--- config.mk ---
export PLATFORM = sky130hd
export DESIGN_NAME = me_best_mv_select
export DESIGN_NICKNAME = d
export VERILOG_FILES = /design/src/rtl/me_pkg.sv /design/src/rtl/me_min_cell.sv /design/src/rtl/me_best_mv_select.sv
export SDC_FILE = /design/constraint.sdc
export NUM_CORES = 1
export LEC_CHECK = 0
export CAP_MARGIN = 20
export CORE_ASPECT_RATIO = 0.9
export CORE_MARGIN = 2
export CORE_UTILIZATION = 54
export CTS_BUF_LIST = sky130_fd_sc_hd__clkbuf_8
export CTS_CLUSTER_DIAMETER = 80
export CTS_CLUSTER_SIZE = 25
export DETAILED_ROUTE_END_ITERATION = 8
export GPL_TIMING_DRIVEN = 0
export PLACE_DENSITY_LB_ADDON = 0.1
export SLEW_MARGIN = 30
export SYNTH_ARGS = -nofsm -noshare
export SYNTH_HDL_FRONTEND = slang
export SYNTH_SLANG_ARGS = --single-unit
--- constraint.sdc ---
create_clock -name clk -period 4.1 [get_ports clk]
set_input_delay 0.615 -clock clk [delete_from_list [all_inputs] [get_ports clk]]
set_output_delay 0.615 -clock clk [all_outputs]
set_load 0.1 [all_outputs]
--- src/rtl/me_pkg.sv ---
// Shared types and constants for the motion-estimation best-MV selector.
// Widths, MV offsets, sub-block count, FSM state encoding, MV helper.
package me_pkg;

    localparam int SAD_W  = 16;
    localparam int COL_W  = 5;
    localparam int ROW_W  = 7;
    localparam int MV_W   = 8;
    localparam int NUM_CB = 4;
    localparam int CB_W   = 2;

    localparam logic [MV_W-1:0] COL_OFS = MV_W'(16);
    localparam logic [MV_W-1:0] ROW_OFS = MV_W'(32);

    typedef enum logic [1:0] {
        ST_IDLE  = 2'd0,
        ST_TRACK = 2'd1,
        ST_DRAIN = 2'd2
    } state_t;

    // Operand is already zero-extended to MV_W; result wraps as two's complement.
    function automatic logic signed [MV_W-1:0] mv_ofs(
        input logic [MV_W-1:0] v,
        input logic [MV_W-1:0] ofs
    );
        return $signed(v - ofs);
    endfunction

endpackage

--- src/rtl/me_min_cell.sv ---
// One sub-block's running minimum: best SAD, its MV and a seen-flag.
// Ports: clk, rst, clr, en, sad, mv_x, mv_y -> best_sad, best_mv_x, best_mv_y, hit.
module me_min_cell
    import me_pkg::*;
(
    input  logic                   clk,
    input  logic                   rst,
    input  logic                   clr,
    input  logic                   en,
    input  logic [SAD_W-1:0]       sad,
    input  logic signed [MV_W-1:0] mv_x,
    input  logic signed [MV_W-1:0] mv_y,
    output logic [SAD_W-1:0]       best_sad,
    output logic signed [MV_W-1:0] best_mv_x,
    output logic signed [MV_W-1:0] best_mv_y,
    output logic                   hit
);

    always_ff @(posedge clk or posedge rst) begin
        if (rst) begin
            best_sad  <= '1;
            best_mv_x <= '0;
            best_mv_y <= '0;
            hit       <= 1'b0;
        end else if (clr) begin
            best_sad  <= '1;
            best_mv_x <= '0;
            best_mv_y <= '0;
            hit       <= 1'b0;
        end else if (en) begin
            // Any candidate counts as seen; strict less-than keeps the earliest tie.
            hit <= 1'b1;
            if (sad < best_sad) begin
                best_sad  <= sad;
                best_mv_x <= mv_x;
                best_mv_y <= mv_y;
            end
        end
    end

endmodule

--- src/rtl/me_best_mv_select.sv ---
// Tracks per-sub-block minimum SAD + MV during a search, then drains 4 results.
// Ports: clk, rst, clear, sad_valid/sad_in/cb_idx/col_in/row_in, search_done, out_* handshake, busy, overrun.
module me_best_mv_select
    import me_pkg::*;
(
    input  logic                   clk,
    input  logic                   rst,
    input  logic                   clear,
    input  logic                   sad_valid,
    input  logic [SAD_W-1:0]       sad_in,
    input  logic [CB_W-1:0]        cb_idx,
    input  logic [COL_W-1:0]       col_in,
    input  logic [ROW_W-1:0]       row_in,
    input  logic                   search_done,
    output logic                   out_valid,
    input  logic                   out_ready,
    output logic [CB_W-1:0]        out_cb,
    output logic [SAD_W-1:0]       out_sad,
    output logic signed [MV_W-1:0] out_mv_x,
    output logic signed [MV_W-1:0] out_mv_y,
    output logic                   out_hit,
    output logic                   busy,
    output logic                   overrun
);

    state_t          state;
    logic [CB_W-1:0] drain_idx;
    logic            drain_valid;

    logic [NUM_CB-1:0]       cell_en;
    logic [SAD_W-1:0]        cell_sad  [NUM_CB];
    logic signed [MV_W-1:0]  cell_mv_x [NUM_CB];
    logic signed [MV_W-1:0]  cell_mv_y [NUM_CB];
    logic [NUM_CB-1:0]       cell_hit;

    logic signed [MV_W-1:0]  cand_mv_x;
    logic signed [MV_W-1:0]  cand_mv_y;
    logic                    accept;

    assign cand_mv_x = mv_ofs(MV_W'(col_in), COL_OFS);
    assign cand_mv_y = mv_ofs(MV_W'(row_in), ROW_OFS);
    assign accept    = drain_valid & out_ready;

    always_comb begin
        cell_en = '0;
        if (state == ST_TRACK && sad_valid)
            cell_en[cb_idx] = 1'b1;
    end

    for (genvar g = 0; g < NUM_CB; g++) begin : g_cell
        me_min_cell u_cell (
            .clk       (clk),
            .rst       (rst),
            .clr       (clear),
            .en        (cell_en[g]),
            .sad       (sad_in),
            .mv_x      (cand_mv_x),
            .mv_y      (cand_mv_y),
            .best_sad  (cell_sad[g]),
            .best_mv_x (cell_mv_x[g]),
            .best_mv_y (cell_mv_y[g]),
            .hit       (cell_hit[g])
        );
    end

    always_ff @(posedge clk or posedge rst) begin
        if (rst) begin
            state       <= ST_IDLE;
            drain_idx   <= '0;
            drain_valid <= 1'b0;
            busy        <= 1'b0;
            overrun     <= 1'b0;
        end else if (clear) begin
            state       <= ST_TRACK;
            drain_idx   <= '0;
            drain_valid <= 1'b0;
            busy        <= 1'b1;
            overrun     <= 1'b0;
        end else begin
            unique case (state)
                ST_IDLE: begin
                    if (sad_valid)
                        overrun <= 1'b1;
                end
                ST_TRACK: begin
                    // A same-cycle sample lands in the cell on this same edge.
                    if (search_done) begin
                        state       <= ST_DRAIN;
                        drain_idx   <= '0;
                        drain_valid <= 1'b1;
                    end
                end
                ST_DRAIN: begin
                    if (sad_valid)
                        overrun <= 1'b1;
                    if (accept) begin
                        if (drain_idx == CB_W'(NUM_CB - 1)) begin
                            state       <= ST_IDLE;
                            drain_valid <= 1'b0;
                            busy        <= 1'b0;
                        end else begin
                            drain_idx <= drain_idx + 1'b1;
                        end
                    end
                end
                default: state <= ST_IDLE;
            endcase
        end
    end

    // Cells are frozen outside TRACK, so selecting by a registered index
    // keeps the presented result stable under backpressure.
    always_comb begin
        out_valid = drain_valid;
        out_cb    = '0;
        out_sad   = '0;
        out_mv_x  = '0;
        out_mv_y  = '0;
        out_hit   = 1'b0;
        if (drain_valid) begin
            out_cb   = drain_idx;
            out_sad  = cell_sad[drain_idx];
            out_mv_x = cell_mv_x[drain_idx];
            out_mv_y = cell_mv_y[drain_idx];
            out_hit  = cell_hit[drain_idx];
        end
    end

endmodule

Yosys cells after proc, flatten, opt, wreduce, memory -nomap -nowiden
Index checks and enable logic that the tools add are counted.

word-level totals
  output and inout port bits = 38
  logic and storage cells = 152
  input port bits = 36
  flip-flop bits (word level) = 139

cells by class
  multiplexer cells = 83
  order comparisons = 8
  reduce and logical (&&, ||, !) cells = 27
  $add $sub $neg = 3
  bitwise gates (word level) = 2
  equal/unequal tests = 8

operators with widths
  cell                                                                           count
  16-bit two-way mux                                                             15
  8-bit two-way mux                                                              30
  16-bit less-than comparator                                                    4
  16-bit binary-select mux with 2-bit select                                     1
  8-bit binary-select mux with 2-bit select                                      2
  2-bit nonzero test                                                             13
  1-bit two-way mux                                                              20
  2-bit two-way mux                                                              9
  3-bit inequality test (second input constant)                                  4
  4-bit AND reduction                                                            3
  2-bit AND reduction                                                            5
  7-bit by 6-bit subtractor with 8-bit output (second input constant)            1
  2-bit by 3-bit less-than comparator with 1-bit output (second input constant)  2
  2-bit case mux with 3 select lines                                             1
  5-bit by 5-bit subtractor with 6-bit output (second input constant)            1
  2-bit == test (second input constant)                                          2
  4-bit two-way mux                                                              1
  2-bit case mux with 2 select lines                                             1
  3-bit greater-or-equal comparator (second input constant)                      1
  2-bit NOT with 3-bit output                                                    1
  3-bit AND reduction                                                            1
  3-bit nonzero test                                                             1
  2-bit by 1-bit adder with 2-bit output (second input constant)                 1
  1-bit binary-select mux with 2-bit select                                      1
  9 further kinds                                                                10

Depth between registers and ports, before layout
Gate-level depths: netlist of run 1.

  word-level depth = 7
  gate-level depth with buffers = 9
  mapped depth without buffers = 7

Cells and area by module
Synthesis of run 1 repeated with hierarchy kept, for this count alone.

second synthesis, totals
  cell total of the unflattened synthesis = 910
  area, all modules = 9405.3 um^2

modules (own cells, without submodules)
  module             area each (um^2)  cells each  instances  seq. area each (um^2)
  me_min_cell        1978.1            196         4          845.8
  me_best_mv_select  1492.7            126         1          175.2

Least setup slack after synthesis of run 1
Ideal clock, no wire load.

  kind = register -> output
  from = reg drain_idx[1]
  to = out out_mv_x[5]
  required time = 3.485 ns
  stages on the path, launching flop included = 7
  arrival = 2.674 ns
  buffers on the path = 4
  path slack = 0.811 ns
  cell sequence = dfrtp_1 buf_2 buf_1 clkbuf_1 mux4_2 and2_1 buf_4

on the way
  cells in the longest elaborated chain, start to end = 5

RTL lines
  element                                                RTL line                  RTL
  from (decl)                                            me_best_mv_select.sv:27   logic [CB_W-1:0] drain_idx;
  from (signal assigned)                                 me_best_mv_select.sv:102  drain_idx <= drain_idx + 1'b1;
  2-bit NOT with 3-bit output (implied by the code)      me_best_mv_select.sv:123  out_mv_x = cell_mv_x[drain_idx];
  8-bit binary-select mux with 2-bit select              me_best_mv_select.sv:123
  8-bit two-way mux (implied by the code) (2 in series)  me_best_mv_select.sv:123
  8-bit two-way mux                                      me_best_mv_select.sv:120  if (drain_valid) begin
  to (decl)                                              me_best_mv_select.sv:19   output logic signed [MV_W-1:0] out_mv_x,

No other way between the ends. The select of a mux whose other input is x is not followed.

Final worst setup path of run 1
  from = reg drain_idx[1]
  to = out out_cb[1]

on the way
  cells in the longest elaborated chain, start to end = 1

RTL lines
  element            RTL line                  RTL
  2-bit two-way mux  me_best_mv_select.sv:120
  to (decl)          me_best_mv_select.sv:17   output logic [CB_W-1:0] out_cb,

No other way between the ends.

==> results of run 1 <==
-- report_power, final --
part,switching (µW),internal (µW)
registers,25.7,1300
clock network,537,758
logic,348,169
total,910,2230
-- metrics by stage --
stage,instances,total power [µW],setup TNS [ns],util [%],area [µm²]
after floorplan,747,1690,0,-,8020
after global placement,1018,1850,-114.39,61.6,8990
after detailed placement,1019,1870,-2.58,61.8,9030
after CTS,1051,3150,0,64.9,9490
after global routing,1051,3240,0,65.1,9520
final,1052,3140,0,65.2,9520
-- path summary, 6_finish.rpt --
kind / slack (ns) / cells after the start / end
setup / recovery: 0.09 / 5 / out_cb[1]
hold / removal: 0.52 / 2 / g_cell[3].u_cell.hit
setup reg to reg: 0.76 / 9 / g_cell[1].u_cell.best_sad[5]
hold reg to reg: 0.52 / 2 / g_cell[3].u_cell.hit
max in group asynchronous: 2.81 / 3 / g_cell[1].u_cell.best_sad[4]
min in group asynchronous: 0.56 / 2 / g_cell[1].u_cell.best_mv_x[1]
-- per-layer routing --
layer / wire, µm / part of all wire, %
met1: 9910 / 46
met2: 10100 / 47
met3: 1340 / 6.2
met4: 237 / 1.1
met5: 0 / 0
-- worst reg2reg max path, cell delays in order, from the launching register on --
cell       delay [ns]
dfstp_2          0.55
inv_1            0.05
ha_1             0.28
and4_1           0.30
nand4_1          0.16
a2111oi_0        0.77
a211o_1          0.20
buf_2            0.36
buf_4            0.33
mux2i_1          0.26
-- cell type report --
class                           instances  area, µm²  share of cell area, %
Multi-Input combinational cell        505       4270                   44.9
Sequential cell                       127       3260                   34.2
Timing Repair Buffer                   74        768                   8.07
Inverter                               70        270                   2.84
Clock buffer                           19        262                   2.75
Tap cell                              198        248                   2.60
Buffer                                 45        225                   2.37
Clock inverter                         13        210                   2.21
Antenna cell                            1       2.50                 0.0263
-- kinds of logic after synthesis --
family / Yosys count / share of synthesized area, %
AOI/OAI and AO/OA: 61 / 5.04
and+or+nand+nor: 234 / 15.4
adders and majority gates: 62 / 9.68
buffers and inverters: 115 / 6.06
DFF: 127 / 40.6
muxes: 148 / 23.2
-- repair_timing --
item	4_1_cts	5_1_grt
endpoints found under the setup margin	22	11
gates resized for setup	18	11
hold buffers	0	0
gates cloned	0	0
-- state kept, by name (all words and copies together), names as in the netlist --
register and cells:
busy 1, drain_idx 2, g_cell.u_cell.best_mv_x 20, g_cell.u_cell.best_mv_y 32
g_cell.u_cell.best_sad 64, g_cell.u_cell.hit 4, out_valid 1, overrun 1
state 2
-- cell usage in the layout (no fill, tap or decap), types with 3 or more instances in the layout --
master / synthesis / final
clkbuf_8: 0 / 19
and2_1: 33 / 33
a21o_1: 3 / 3
buf_6: 3 / 3
nand2_1: 11 / 11
buf_2: 10 / 11
dlymetal6s2s_1: 0 / 11
ha_1: 62 / 62
nor2_1: 90 / 90
mux2i_1: 116 / 116
buf_4: 5 / 5
inv_1: 70 / 69
a211oi_1: 4 / 4
dfrtp_1: 63 / 63
clkinv_4: 0 / 3
clkbuf_1: 26 / 25
nor2b_1: 3 / 3
clkdlybuf4s50_1: 0 / 47
a2111oi_0: 6 / 5
mux4_2: 30 / 30
bufinv_16: 0 / 5
nor3_1: 3 / 3
a21oi_1: 17 / 17
o211ai_1: 4 / 4
nand3_1: 4 / 4
dlygate4sd2_1: 0 / 14
nand2b_1: 67 / 67
o21ai_0: 13 / 13
or2_2: 3 / 3
dfstp_2: 64 / 64
and4_1: 8 / 8
nand4_1: 6 / 6
==> reports/results.ini, run 1 <==
[sta]
worst_slew_pin_slew_ns=0.977
relSlewSlack_pct=34.7
final-setup-viol-count=0
hold_ws_ns=0.524
period_share_pct=97.8
grt_setup_unrepaired=false
fmax_mhz=249
fin_worst_skew_ns=0.0132
hold_viol=0
drv_slew=0
fin_ws_ns=0.0913
fin_crit_ns=4.01

[floorplan]
std_cell_rows=42
fp.dieH_um=120
fp.coreArea_um2=14600
initial_core_util_pct=54.9
dieArea_um2=15800
io_pins=74
die_x_um=132

[logic_synthesis]
yosysTopAreaCellShare_pct=21.0
synth-seq-area-share_pct=40.6
synth-warning-count=0
syn_area_per_cell_um2=10.7
synth_area_leaders=dfstp_2, dfrtp_1, mux2i_1
ys.flop_type=dfstp_2
yosysMostFrequentCell=mux2i_1
synth_edf_count=0
syn_inst=747
synth_fp_nets=845
synth_area_um2=8020
async_flop_share_pct=100
synth.distinct_cells=44
yosysTopAreaCell=dfstp_2
ys_top_cells_by_count=mux2i_1, nor2_1, inv_1
yosys_register_bits=127

[global_route]
grt_pass1_vias=6557
grtUsageTotal_pct=28.9
grtUsageMet2_pct=45.4
grt_max_degree=78
met3_usage_pct=5.87
grt_use_met1_pct=41.1
grt.busiest_layer=met2
overflow=0
grt_pass1_wl_um=35200
antenna_found_initial=0

[drt]
vias=6027
drt_iter0_drc=307
avgViaCountPerCell=5.73
drcViolationCount=0
wl_um=21600
ant_nets=0
drt_first_pass_iters=5
wl_per_cell_um=20.6

[job]
max-cap-violations=0

[critical_path]
cpPeakStageDelay_ns=1.14
worstPathArrival_ns=3.39
crit_buf_inv=4
start_kind=register
end_kind=output pin
path_common_cell=buf_2
crit_fanout=10
crit_slowest_cell=clkdlybuf4s50_1
startpoint=drain_idx[1]
path_cells=buf_2, buf_2, clkbuf_1, and2_1, clkdlybuf4s50_1
cp_top_family=buffers and inverters
worstSetupPathType=reg -> out
r2r-start=g_cell[1].u_cell.best_sad[13]
required_ns=3.48

[clocking]
h-tree-depth=4
postCtsSetupBuffers=0
tritoncts=yes
insertion_delay_ns=0.45
clk_pin_slew_ns=0.08
cts-root-buf=clkbuf_8
cts_sinks=127
cts_inserted_buffers=17
cts_buffer_depth=2

[power]
p_leak_uw=0.00521
power_density_nw_per_um2=330
vdd_ir_drop_max_uv=341

[placement]
io_buffers=73
hpwlAfterDp_um=15600
pre_cts_ws_ns=-0.327
gp_congestion=0.897

[worst_hold_path]
hold_class=reg -> reg
hp-start=g_cell[3].u_cell.hit

[finish]
nets=938
nFillCells=1208
drive_gt1_share_pct=17.9
areaGrowthSynthToFinish_pct=18.7

[run_status]
status=finished, final reports clean

Note: power is estimated with default switching activity, not from simulation.
==> run 2, diff against run 1 <==
- SETUP_SLACK_MARGIN: unset -> 0.5
==> run 2 against run 1 <==
Register-to-register slack better by 0.08 ns. Sequential power about the same. Critical path type is now in -> reg. Maximum frequency up 15%. Global-route usage down 0.080 points. Via count up 2.3%. Cell count up 0.29%. Worst hold slack worse by 0.083 ns. Non-clock buffer count up 4. Clock-buffer cell count unchanged. Routed wire length up 1.2%. Total power down 8.5%. Design area down 0.37%.
==> reports/results.ini, run 2 (same netlist as run 1, synthesis figures left out) <==
[clocking]
cts-root-buf=clkbuf_8  ; unchanged
insertion_delay_ns=0.45  ; about the same
h-tree-depth=4  ; unchanged
tritoncts=yes  ; unchanged
cts_hold_repair.buffers=0  ; unchanged
cts_sinks=127  ; unchanged
cts_buffer_depth=2  ; unchanged
cts_inserted_buffers=17  ; unchanged
clk_pin_slew_ns=0.08  ; about the same
postCtsSetupBuffers=0  ; unchanged

[floorplan]
fp.dieH_um=120  ; unchanged
initial_core_util_pct=54.9  ; unchanged
die_x_um=132  ; unchanged
std_cell_rows=42  ; unchanged
dieArea_um2=15800  ; unchanged
fp.coreArea_um2=14600  ; unchanged
io_pins=74  ; unchanged

[placement]
io_buffers=73  ; unchanged
dp.cells=1023  ; was 1019
gp_congestion=0.901  ; was 0.897
hpwlAfterDp_um=16100  ; was 15600 µm

[drt]
ant_nets=0  ; unchanged
vias=6167  ; was 6027
drt_iter0_drc=418  ; was 307
wl_um=21900  ; was 21600 µm
drcViolationCount=0  ; unchanged
drt_first_pass_iters=5  ; unchanged
wl_per_cell_um=20.8  ; was 20.6 µm
avgViaCountPerCell=5.85  ; was 5.73

[finish]
seq_area_um2=3260  ; unchanged
nFillCells=1220  ; was 1208
nets=942  ; was 938
final_common_cell=mux2i_1  ; unchanged
multiInputGateArea_um2=4280  ; was 4270 µm²
drive_gt1_share_pct=20.7  ; was 17.9%
areaGrowthSynthToFinish_pct=18.3  ; was 18.7%
layout_common_cells=mux2i_1, nor2_1, inv_1, nand2b_1, dfstp_2  ; unchanged
largestRegisters=g_cell.u_cell.best_sad: 64 flops, g_cell.u_cell.best_mv_y: 32 flops, g_cell.u_cell.best_mv_x: 20 flops  ; unchanged
instances_no_fill=1055  ; was 1052
largest_reg_flops=64  ; unchanged
antennaDiodeCount=0  ; was 1
top_register=g_cell.u_cell.best_sad  ; unchanged

[global_route]
overflow=0  ; unchanged
grtUsageTotal_pct=28.8  ; was 28.9%
antenna_found_initial=0  ; unchanged
grt_max_degree=31  ; was 78
grt_pass1_wl_um=34900  ; was 35200 µm
grt_pass1_vias=6517  ; was 6557

[power]
power_density_nw_per_um2=303  ; was 330 nW/µm²
vdd_ir_drop_max_uv=248  ; was 341 µV
p_leak_uw=0.00504  ; was 0.00521 µW
total_power_uw=2870  ; was 3140 µW

[run_status]
status=finished, final reports clean  ; unchanged

[critical_path]
start_kind=input pin  ; was register
timing.rr.end=g_cell[1].u_cell.best_sad[9]  ; was g_cell[1].u_cell.best_sad[5]
end_kind=register  ; was output pin
required_ns=4.47  ; was 3.48 ns
rrSetupSlack_ns=0.84  ; was 0.76 ns
worstPathArrival_ns=3.84  ; was 3.39 ns
crit_slowest_cell=a2111oi_1  ; was clkdlybuf4s50_1
path_cells=clkdlybuf4s50_1, ha_1, and4_1, nand4_1, a2111oi_1, a211o_1, buf_2, buf_4, mux2i_1  ; was buf_2, buf_2, clkbuf_1, and2_1, clkdlybuf4s50_1
r2r-start=g_cell[1].u_cell.best_sad[13]  ; unchanged
cp_top_family=buffers and inverters  ; unchanged
cpPeakStageDelay_ns=0.67  ; was 1.14 ns
crit_buf_inv=3  ; was 4
crit_fanout=10  ; unchanged
worstSetupPathType=in -> reg  ; was reg -> out
rr_worst_depth=9  ; unchanged

[sta]
fin_worst_skew_ns=0.0132  ; about the same
hold_ws_ns=0.441  ; was 0.524 ns
fin_crit_ns=3.48  ; was 4.01 ns
fmax_mhz=288  ; was 249 MHz
period_share_pct=84.8  ; was 97.8%
final-setup-viol-count=0  ; unchanged
hold_viol=0  ; unchanged
grt_setup_unrepaired=false  ; unchanged
worst_slew_pin_slew_ns=0.966  ; was 0.977 ns
tns_ns=0  ; unchanged
drv_slew=0  ; unchanged
relSlewSlack_pct=35.4  ; was 34.7%

[worst_hold_path]
hold_class=in -> async  ; was reg -> reg

[job]
max-cap-violations=0  ; unchanged

## run 2: worst register-to-register path: stages, from the launching register on
cell	delay [ns]
dfstp_2	0.55
inv_1	0.06
ha_1	0.29
and4_1	0.29
nand4_1	0.16
a2111oi_1	0.67
a211o_1	0.21
buf_2	0.37
buf_4	0.33
mux2i_1	0.26
## run 2: metal layers
metal	share of wire (%)	wire [µm]	vias up	global-route usage, %
met5	0	0	-	0
met4	2.3	507	0	10.5
li1	-	-	2786	-
met3	6.9	1500	42	6.84
met2	46	10100	227	44.7
met1	45	9810	3112	39.8
## run 2: per-stage QoR
stage | setup WS (ns) | util [%] | instance area, µm²
final | 0.623 | 64.9 | 9480
after global routing | 0.562 | 64.9 | 9480
after CTS | 0.506 | 65.0 | 9490
after detailed placement | -0.239 | 62.4 | 9110
after global placement | -0.150 | 61.6 | 9000
after floorplan | 0.811 | - | 8020
## run 2: layout make-up
type | count | share of cell area [%]
flip-flops and latches | 127 | 34.4
multi-input cells | 505 | 45.1
plain buffers | 45 | 2.49
clock inverters | 13 | 1.06
inverters | 70 | 2.81
clock buffers | 19 | 2.76
well taps | 198 | 2.61
repair buffers | 78 | 8.83
## run 2: what timing repair did
action	in CTS	in global routing
setup endpoints to repair	35	12
gates cloned	0	0
gates resized for setup	76	10
## run 2: worst max path at each step
stage                 start                      endpoint  slack [ns]  depth (start not counted)
6_report         sad_in[13]  g_cell[1].u_cell.best_sad[9]        0.62                          9
5_1_grt        drain_idx[1]                   out_mv_x[5]        0.56                          7
4_1_cts        drain_idx[1]                    out_sad[3]        0.51                          6
3_5_place_dp   drain_idx[1]                   out_mv_x[6]       -0.24                          7
3_3_place_gp   drain_idx[1]                   out_mv_x[5]       -0.15                          7
2_1_floorplan  drain_idx[1]                   out_mv_x[5]        0.81                          6
## run 2: where the power goes
part | leakage [µW] | internal, µW | switching, µW | total [µW]
Clock | 0.000189 | 500 | 517 | 1020
Sequential | 0.00154 | 1300 | 25.9 | 1330
Combinational | 0.00332 | 178 | 351 | 530
Total | 0.00504 | 1980 | 894 | 2870
==> run 3, diff against run 2 <==
- CORE_UTILIZATION: 54 -> 55
- clock period: 4.1 -> 3.48 ns (I/O delays scaled with it)
==> run 3 against run 2 <==
Die area fell by 1.8%. Clock power rose by 26%. Register-to-register slack lost 0.10 ns. Largest cell class unchanged.
==> reports/results.ini, run 3 (same netlist as run 1, synthesis figures left out) <==
[global_route]
overflow=0  ; unchanged
grtUsageTotal_pct=29.4  ; was 28.8%
grt_pass1_wl_um=35100  ; was 34900 µm
antenna_found_initial=0  ; unchanged
grt_max_degree=32  ; was 31
grt_pass1_vias=6350  ; was 6517

[finish]
layout_common_cells=mux2i_1, nor2_1, inv_1, nand2b_1, dfstp_2  ; unchanged
top_register=g_cell.u_cell.best_sad  ; unchanged
final_common_cell=mux2i_1  ; unchanged
areaGrowthSynthToFinish_pct=18.0  ; was 18.3%
drive_gt1_share_pct=22.8  ; was 20.7%
largest_reg_flops=64  ; unchanged
nets=941  ; was 942
utilization_pct=66.8  ; was 64.9%
antennaDiodeCount=0  ; unchanged
largestRegisters=g_cell.u_cell.best_sad: 64 flops, g_cell.u_cell.best_mv_y: 32 flops, g_cell.u_cell.best_mv_x: 20 flops  ; unchanged

[power]
vdd_ir_drop_max_uv=314  ; was 248 µV
p_leak_uw=0.00504  ; about the same
power_density_nw_per_um2=366  ; was 303 nW/µm²

[clocking]
clk_pin_slew_ns=0.07  ; was 0.08 ns
insertion_delay_ns=0.45  ; about the same
tritoncts=yes  ; unchanged
cts-root-buf=clkbuf_8  ; unchanged
cts_inserted_buffers=17  ; unchanged
postCtsSetupBuffers=0  ; unchanged
cts_buffer_depth=2  ; unchanged
cts_hold_repair.buffers=0  ; unchanged
h-tree-depth=4  ; unchanged
cts_sinks=127  ; unchanged

[sta]
final-setup-viol-count=0  ; unchanged
grt_setup_unrepaired=true  ; was false
period_share_pct=84.4
fin_crit_ns=2.94
worst_slew_pin_slew_ns=0.977  ; was 0.966 ns
hold_ws_ns=0.437  ; was 0.441 ns
fmax_mhz=341
drv_slew=0  ; unchanged
fin_ws_ns=0.543  ; was 0.623 ns
relSlewSlack_pct=34.7  ; was 35.4%
tns_ns=0  ; unchanged
hold_viol=0  ; unchanged
fin_worst_skew_ns=0.00753  ; was 0.0132 ns

[floorplan]
die_x_um=131  ; was 132 µm
std_cell_rows=41  ; was 42
initial_core_util_pct=56.6  ; was 54.9%
io_pins=74  ; unchanged
fp.dieH_um=119  ; was 120 µm
dieArea_um2=15600  ; was 15800 µm²
fp.coreArea_um2=14200  ; was 14600 µm²

[critical_path]
worstSetupPathType=reg -> out  ; was in -> reg
crit_slowest_cell=dfrtp_1  ; was a2111oi_1
cpPeakStageDelay_ns=0.35  ; was 0.67 ns
crit_fanout=10  ; unchanged
path_cells=clkbuf_4, buf_6, clkbuf_8, mux4_2, and2_2, buf_4, clkbuf_4  ; was clkdlybuf4s50_1, ha_1, and4_1, nand4_1, a2111oi_1, a211o_1, buf_2, buf_4, mux2i_1
worstPathArrival_ns=2.41  ; was 3.84 ns
start_kind=register  ; was input pin
cp_top_family=buffers and inverters  ; unchanged
required_ns=2.96  ; was 4.47 ns
path_common_cell=clkbuf_4
crit_buf_inv=5  ; was 3
end_kind=output pin  ; was register

[drt]
wl_um=21700  ; was 21900 µm
drt_iter0_drc=339  ; was 418
ant_nets=0  ; unchanged
vias=6027  ; was 6167
drt_first_pass_iters=5  ; unchanged
wl_per_cell_um=20.7  ; was 20.8 µm
avgViaCountPerCell=5.75  ; was 5.85
drcViolationCount=0  ; unchanged

[worst_hold_path]
hold_class=in -> async  ; unchanged

[placement]
hpwlAfterDp_um=16000  ; was 16100 µm
pre_cts_ws_ns=-0.695  ; was -0.239 ns
gp_congestion=0.965  ; was 0.901
io_buffers=73  ; unchanged

[job]
max-cap-violations=0  ; unchanged

[run_status]
status=finished, final reports clean  ; unchanged

## run 3: worst reg2reg max path, cell delays in order (launching register included)
cell	delay, ns
dfstp_2	0.55
inv_1	0.05
ha_1	0.30
and4_1	0.27
nor2b_1	0.16
a2111oi_0	0.49
o211ai_1	0.20
buf_4	0.25
buf_6	0.20
mux2i_1	0.19
## run 3: repair_timing
| action | 4_1_cts | 5_1_grt |
|---|---|---|
| pin swaps | 0 | 1 |
| endpoints found under the setup margin | 82 | 49 |
| endpoints found under the hold margin | 0 | 0 |
| resized for setup | 161 | 23 |
## run 3: layer usage
metal	routed length [µm]	share of wire (%)	global-route usage, %	up-vias
met2	10000	46	45.9	193
met3	1300	6.0	6.09	33
met1	10100	46	42.1	3028
li1	-	-	-	2773
met4	307	1.4	7.68	0
met5	0	0	0	-
## run 3: final timing paths
check / from / endpoint / slack (ns) / cells after the start
setup reg to reg: g_cell[3].u_cell.best_sad[11] / g_cell[3].u_cell.best_mv_y[4] / 0.74 / 9
setup / recovery: drain_idx[1] / out_mv_x[7] / 0.54 / 7
hold / removal: rst / g_cell[0].u_cell.best_mv_y[3] / 0.44 / 2
hold reg to reg: g_cell[1].u_cell.hit / g_cell[1].u_cell.hit / 0.52 / 2
max in group asynchronous: rst / g_cell[2].u_cell.best_sad[13] / 2.03 / 5
min in group clk: g_cell[1].u_cell.hit / g_cell[1].u_cell.hit / 0.52 / 2
## run 3: cell type report
class                      instances  area [µm²]
fill                            1184        4700
multi-input combinational        505        4310
sequential                       127        3260
timing repair buffer              77         711
clock buffer                      20         275
buffer                            45         275
inverter                          70         267
tap                              193         241
clock inverter                    12         119
## run 3: metrics by stage
step | total power [µW] | instance area [µm²] | cells
2_1_floorplan | 1990 | 8020 | 747
3_3_place_gp | 2180 | 8990 | 1013
3_5_place_dp | 2210 | 9080 | 1017
4_1_cts | 3470 | 9470 | 1049
5_1_grt | 3590 | 9460 | 1049
6_report | 3470 | 9460 | 1049
## run 3: where the power goes
part           internal [µW]  switching (µW)
clock network            683             604
registers               1530            30.6
logic                    201             413
